### src/rtl/pipelined_subtractor_if.sv
// Handshake bundle for the pipelined add/subtract unit: operand side
// (in_valid/in_ready) and result side (out_valid/out_ready).
interface pipelined_subtractor_if #(
  parameter int WIDTH = 8
);
  logic             in_valid;
  logic             in_ready;
  logic [WIDTH-1:0] a;
  logic [WIDTH-1:0] b;
  logic             ci;
  logic             mode;
  logic             out_valid;
  logic             out_ready;
  logic [WIDTH-1:0] d;
  logic             co;
  logic             ov;

  // Master supplies operands and consumes results.
  modport master (
    output in_valid, a, b, ci, mode, out_ready,
    input  in_ready, out_valid, d, co, ov
  );

  modport slave (
    input  in_valid, a, b, ci, mode, out_ready,
    output in_ready, out_valid, d, co, ov
  );
endinterface

### src/rtl/pipelined_subtractor.sv
// Add/subtract unit whose carry chain is split into STAGES registered chunks
// of CW bits; the last stage register doubles as the output register.
module pipelined_subtractor #(
  parameter int WIDTH  = 8,
  parameter int STAGES = 2
) (
  input logic                   clk,
  input logic                   rst,
  pipelined_subtractor_if.slave bus
);
  localparam int CW = WIDTH / STAGES;

  logic             advance;

  logic [WIDTH-1:0] a_in [STAGES];
  logic [WIDTH-1:0] b_in [STAGES];
  logic [WIDTH-1:0] r_in [STAGES];
  logic [WIDTH-1:0] r_nx [STAGES];
  logic             c_in [STAGES];
  logic             c_nx [STAGES];
  logic             m_in [STAGES];
  logic             v_in [STAGES];

  logic [WIDTH-1:0] a_q  [STAGES];
  logic [WIDTH-1:0] b_q  [STAGES];
  logic [WIDTH-1:0] r_q  [STAGES];
  logic             c_q  [STAGES];
  logic             m_q  [STAGES];
  logic             v_q  [STAGES];

  logic             co_nx;
  logic             ov_nx;
  logic             co_q;
  logic             ov_q;

  assign advance      = !v_q[STAGES-1] || bus.out_ready;
  assign bus.in_ready = advance;

  // Subtraction runs as a + ~b + ~ci, so every stage is a plain adder chunk
  // and the internal carry is the inverse of the borrow.
  assign a_in[0] = bus.a;
  assign b_in[0] = bus.mode ? bus.b : ~bus.b;
  assign c_in[0] = bus.mode ? bus.ci : ~bus.ci;
  assign m_in[0] = bus.mode;
  assign v_in[0] = bus.in_valid;
  assign r_in[0] = '0;

  for (genvar k = 0; k < STAGES; k++) begin : g_stage
    logic [CW:0]      sum;
    logic [WIDTH-1:0] res;

    if (k > 0) begin : g_link
      assign a_in[k] = a_q[k-1];
      assign b_in[k] = b_q[k-1];
      assign r_in[k] = r_q[k-1];
      assign c_in[k] = c_q[k-1];
      assign m_in[k] = m_q[k-1];
      assign v_in[k] = v_q[k-1];
    end

    assign sum = {1'b0, a_in[k][k*CW +: CW]}
               + {1'b0, b_in[k][k*CW +: CW]}
               + {{CW{1'b0}}, c_in[k]};

    always_comb begin
      res                = r_in[k];
      res[k*CW +: CW]    = sum[CW-1:0];
    end

    assign r_nx[k] = res;
    assign c_nx[k] = sum[CW];
  end

  // Overflow: operands (after b inversion) agree in sign but the result does not.
  assign co_nx = m_in[STAGES-1] ? c_nx[STAGES-1] : ~c_nx[STAGES-1];
  assign ov_nx = (a_in[STAGES-1][WIDTH-1] == b_in[STAGES-1][WIDTH-1]) &&
                 (r_nx[STAGES-1][WIDTH-1] != a_in[STAGES-1][WIDTH-1]);

  always_ff @(posedge clk or posedge rst) begin
    if (rst) begin
      for (int k = 0; k < STAGES; k++) begin
        v_q[k] <= 1'b0;
        a_q[k] <= '0;
        b_q[k] <= '0;
        r_q[k] <= '0;
        c_q[k] <= 1'b0;
        m_q[k] <= 1'b0;
      end
      co_q <= 1'b0;
      ov_q <= 1'b0;
    end else if (advance) begin
      for (int k = 0; k < STAGES; k++) begin
        v_q[k] <= v_in[k];
        a_q[k] <= a_in[k];
        b_q[k] <= b_in[k];
        r_q[k] <= r_nx[k];
        c_q[k] <= c_nx[k];
        m_q[k] <= m_in[k];
      end
      co_q <= co_nx;
      ov_q <= ov_nx;
    end
  end

  assign bus.out_valid = v_q[STAGES-1];
  assign bus.d         = r_q[STAGES-1];
  assign bus.co        = co_q;
  assign bus.ov        = ov_q;
endmodule

### src/flat_wrapper.sv
// flat-port wrapper written by rule: the top's interface ports become plain ports
module pipelined_subtractor_flat 
#(
  parameter int WIDTH  = 8,
  parameter int STAGES = 2
)
  (clk, rst, bus_in_valid, bus_a, bus_b, bus_ci, bus_mode, bus_out_ready, bus_in_ready, bus_out_valid, bus_d, bus_co, bus_ov);
  pipelined_subtractor_if #(.WIDTH(WIDTH)) bus_i ();
  input logic clk;
  input logic rst;
  input wire logic [$bits(bus_i.in_valid)-1:0] bus_in_valid;
  input wire logic [$bits(bus_i.a)-1:0] bus_a;
  input wire logic [$bits(bus_i.b)-1:0] bus_b;
  input wire logic [$bits(bus_i.ci)-1:0] bus_ci;
  input wire logic [$bits(bus_i.mode)-1:0] bus_mode;
  input wire logic [$bits(bus_i.out_ready)-1:0] bus_out_ready;
  output wire logic [$bits(bus_i.in_ready)-1:0] bus_in_ready;
  output wire logic [$bits(bus_i.out_valid)-1:0] bus_out_valid;
  output wire logic [$bits(bus_i.d)-1:0] bus_d;
  output wire logic [$bits(bus_i.co)-1:0] bus_co;
  output wire logic [$bits(bus_i.ov)-1:0] bus_ov;
  assign bus_i.in_valid = bus_in_valid;
  assign bus_i.a = bus_a;
  assign bus_i.b = bus_b;
  assign bus_i.ci = bus_ci;
  assign bus_i.mode = bus_mode;
  assign bus_i.out_ready = bus_out_ready;
  assign bus_in_ready = bus_i.in_ready;
  assign bus_out_valid = bus_i.out_valid;
  assign bus_d = bus_i.d;
  assign bus_co = bus_i.co;
  assign bus_ov = bus_i.ov;
  pipelined_subtractor #(.WIDTH(WIDTH), .STAGES(STAGES)) u_core (.clk(clk), .rst(rst), .bus(bus_i));
endmodule
### config.mk
export PLATFORM = sky130hd
export DESIGN_NAME = pipelined_subtractor_flat
export DESIGN_NICKNAME = d
export VERILOG_FILES = /design/src/rtl/pipelined_subtractor_if.sv /design/src/rtl/pipelined_subtractor.sv /design/src/flat_wrapper.sv
export SDC_FILE = /design/constraint.sdc
export NUM_CORES = 1
export LEC_CHECK = 0
export BUFFER_PORTS_ARGS = -buffer_cell sky130_fd_sc_hd__buf_4
export CORE_UTILIZATION = 55
export CTS_BUF_LIST = sky130_fd_sc_hd__clkbuf_8 sky130_fd_sc_hd__clkbuf_16
export DETAILED_ROUTE_END_ITERATION = 12
export GPL_TIMING_DRIVEN = 0
export HOLD_SLACK_MARGIN = 0.08
export PLACE_DENSITY_LB_ADDON = 0.25
export SLEW_MARGIN = 15
export SYNTH_ARGS = -nofsm -noshare
export SYNTH_HDL_FRONTEND = slang
export SYNTH_SLANG_ARGS = --single-unit
### constraint.sdc
create_clock -name clk -period 4.7 [get_ports clk]
set_input_delay 0.94 -clock clk [delete_from_list [all_inputs] [get_ports clk]]
set_output_delay 0.94 -clock clk [all_outputs]
set_load 0.01 [all_outputs]
==> impl_metrics.toml <==
[detailed_routing]
via_per_inst = 5.081
wl_per_cell_um = 12.16
dr.pass1.iters = 4
drt_wl_total_um = 2408
routed-via-count = 1006
drtAntennaViolNets = 0
drt_iter0_drc = 7
drc = 0

[pwr]
p_int_w = 0.0004652
p_sw_frac = 0.3234
p_sw_w = 0.0002224
pwr-share-clk = 0.178
power_density_nw_per_um2 = 423.7
power.share.sequential = 0.460
ir_worst_vdd_mv = 0.3107
leakagePower_nw = 0.8156
combPwrFrac = 0.362

[hold_path]
worstHoldPathType = "flip-flop to flip-flop"

[global_route]
grt_pass1_wl_um = 4436
first_global_vias = 1078
gr-total-overflow = 0
antenna_found_initial = 0
grt_usage = 0.2330
grt_start_max_net_pins = 27

[logic_synthesis]
synthSimpleGateAreaFrac = 0.1485
yosysWarnings = 0
synth.area.mux_share = 0
syn_avg_cell_area_um2 = 9.676
synthesis.area_um2 = 1306
yosys.area_share.xor_xnor = 0.09387
synth_compound_area_frac = 0.1015
synth_seq_cells = 26
synthAdderAreaFrac = 0.1188
synth_area_leaders = "dfrtp_1, nand2_1, xnor2_1, fa_1, ha_1"
synth_top_area_frac = 0.4981
synth.largest_area_cell = "dfrtp_1"
synth_top_family_by_area = "simple AND/OR/NAND/NOR gates"
ys_seq_area_frac = 0.4981
syn_inst = 135
yosysUniqueCellTypes = 21
synth_nets = 167

[finish]
diodes = 0
layout.nets = 204
drive_above_1_share = 0.2235
post-route-cell-area_um2 = 1623
utilization = 0.7266
syn_to_final_growth_pct = 24.23

[run_status]
status = "complete, no violations"

[worst_setup_path]
cp-start-kind = "primary input"
required_ns = 3.76
path_max_fanout = 10
worst-path-buf-inv = 4
critical_path.top_delay_family = "buffers and inverters"
cp_slowest_cell = "nor2b_1"
worstSetupPathType = "primary input to output port"
cp_cell_sequence = "buf_4 -> nor2b_1 -> inv_1 -> clkbuf_1 -> buf_4"
crit_path_end_kind = "output port"
cpMostUsedCell = "buf_4"
arrival_ns = 1.97
max_stage_delay_ns = 0.34

[timing]
post-route-min-period_ns = 2.912
max_freq_mhz = 343.4
worstMarginPinSlew_ns = 0.9719
relSlewSlack = 0.3513
fin_skew_ns = 0.001441
tns_ns = 0
rsz0062_at_grt = "false"
fin_crit_sh = 0.6195
finalSetupViolations = 0
finalHoldViolCount = 0
finalMaxSlewViolations = 0

[clock_tree]
cts_tree = "yes"
postCtsSetupBuffers = 0
cts_resized = 0
cts_sinks = 26
htree_levels = 1
postCtsHoldBufs = 0
clkTransAtPathRegs_ns = 0.08
clock_latency_ns = 0.26
cts_root_buffer = "clkbuf_8"
cts.path.max_buffers = 2
numCtsBuffers = 3

[placed_design]
placed_area_um2 = 1582
io_buffers = 32
dp_hpwl_um = 1877
place_congestion = 0.7725

[floorplanning]
core_um2 = 2233
fp.dieW_um = 50.74
die-height_um = 50.74
die-area_um2 = 2574
pin_count = 34
placementRows = 17
start_util = 0.5849

[run]
cap_violations = 0
[cells in the mapped netlist]
cell type and count:
a31oi_1 1, fa_1 4, xor2_1 4, or3_1 1
a21oi_1 11, nand2_1 36, a21o_1 2, o21ai_2 1
ha_1 6, a211oi_1 1, o31ai_1 1, nor2b_1 2
nor2_1 9, buf_2 2, clkbuf_1 4, dfrtp_1 26
o21ai_0 5, nand2b_1 1, xnor2_1 10, o21a_1 1
inv_1 7
[layer usage]
metal	track usage	part of all wire	up-vias
li1	-	-	500
met1	0.2843	0.43	479
met2	0.4311	0.54	25
met3	0.03030	0.027	2
met4	0.05556	0.0066	0
met5	0	0	-
[layout by cell type, fill, tap and decap left out]
cell type / n
a31oi_1: 1
nand2_1: 36
buf_4: 32
inv_1: 7
nor2b_1: 2
nand2b_1: 1
a21o_1: 2
o21a_1: 1
o31ai_1: 1
nor2_1: 9
o21ai_0: 5
dfrtp_1: 26
o21ai_2: 1
a211oi_1: 1
buf_2: 2
xor2_1: 4
clkbuf_8: 3
a21oi_1: 11
or3_1: 1
fa_1: 4
ha_1: 6
xnor2_1: 10
clkbuf_1: 4
[path summary, 6_finish.rpt]
check                           depth (start not counted)            from                       end  slack (ns)
worst max-delay path                                    5   bus_out_ready              bus_in_ready        1.79
worst min-delay path                                    2  u_core.v_in[0]            u_core.v_in[0]        0.47
worst max register to register                          7  u_core.c_in[0]             u_core.bus.co        2.78
worst min register to register                          2  u_core.v_in[0]            u_core.v_in[0]        0.47
max in group asynchronous                               2             rst  u_core.g_stage[1].res[3]        3.21
min in group asynchronous                               2             rst           u_core.bus.d[1]        0.90
[power by group through the flow]
| stage | sequential, W | clock [W] | combinational (W) |
|---|---|---|---|
| 5_1_grt | 0.000323 | 0.000132 | 0.000285 |
| 4_1_cts | 0.000317 | 0.000124 | 0.000253 |
| 3_3_place_gp | 0.000317 | 0 | 0.000240 |
| 3_5_place_dp | 0.000322 | 0 | 0.000253 |
| 6_report | 0.000316 | 0.000122 | 0.000249 |
| 2_1_floorplan | 0.000333 | 0 | 0.000133 |
[worst reg2reg max path, stage by stage (launching register included)]
cell and delay [ns]:
dfrtp_1 0.34, inv_1 0.07, fa_1 0.50, fa_1 0.44, nor2b_1 0.13, o21a_1 0.13
o21ai_0 0.07, a31oi_1 0.17
[sequential cells by signal, summed over array words and instances (netlist names)]
name / cells
u_core.m_in: 1
u_core.b_in: 4
u_core.bus.d: 8
u_core.bus.ov: 1
u_core.bus.co: 1
u_core.g_stage.res: 4
u_core.bus.out_valid: 1
u_core.a_in: 4
u_core.c_in: 1
u_core.v_in: 1
[stage by stage]
step / power, W / worst slack (ns) / cells / hold slack (ns)
floorplan: 0.0004662 / 2.038 / 135 / 0.4300
global placement: 0.0005573 / 1.820 / 195 / 0.4469
detailed placement: 0.0005744 / 1.801 / 195 / 0.4561
CTS: 0.0006940 / 1.786 / 198 / 0.4758
global route: 0.0007406 / 1.709 / 198 / 0.5068
finish: 0.0006875 / 1.788 / 198 / 0.4714
[cell type report]
cell class                      instances  area [µm²]
Fill cell                             192       610.6
Multi-Input combinational cell         96       604.3
Timing Repair Buffer                   32       240.2
Sequential cell                        26       650.6
Clock buffer                            3       41.29
Tap cell                               28       35.03
Buffer                                  6       25.02
Inverter                                7       26.28
[logic make-up after synthesis]
kind of cell,Yosys count
flops,26
buf+inv,13
fa+ha+maj,10
xor+xnor,14
simple gates,49
compound gates,23
Note: power is estimated with default switching activity, not from simulation.
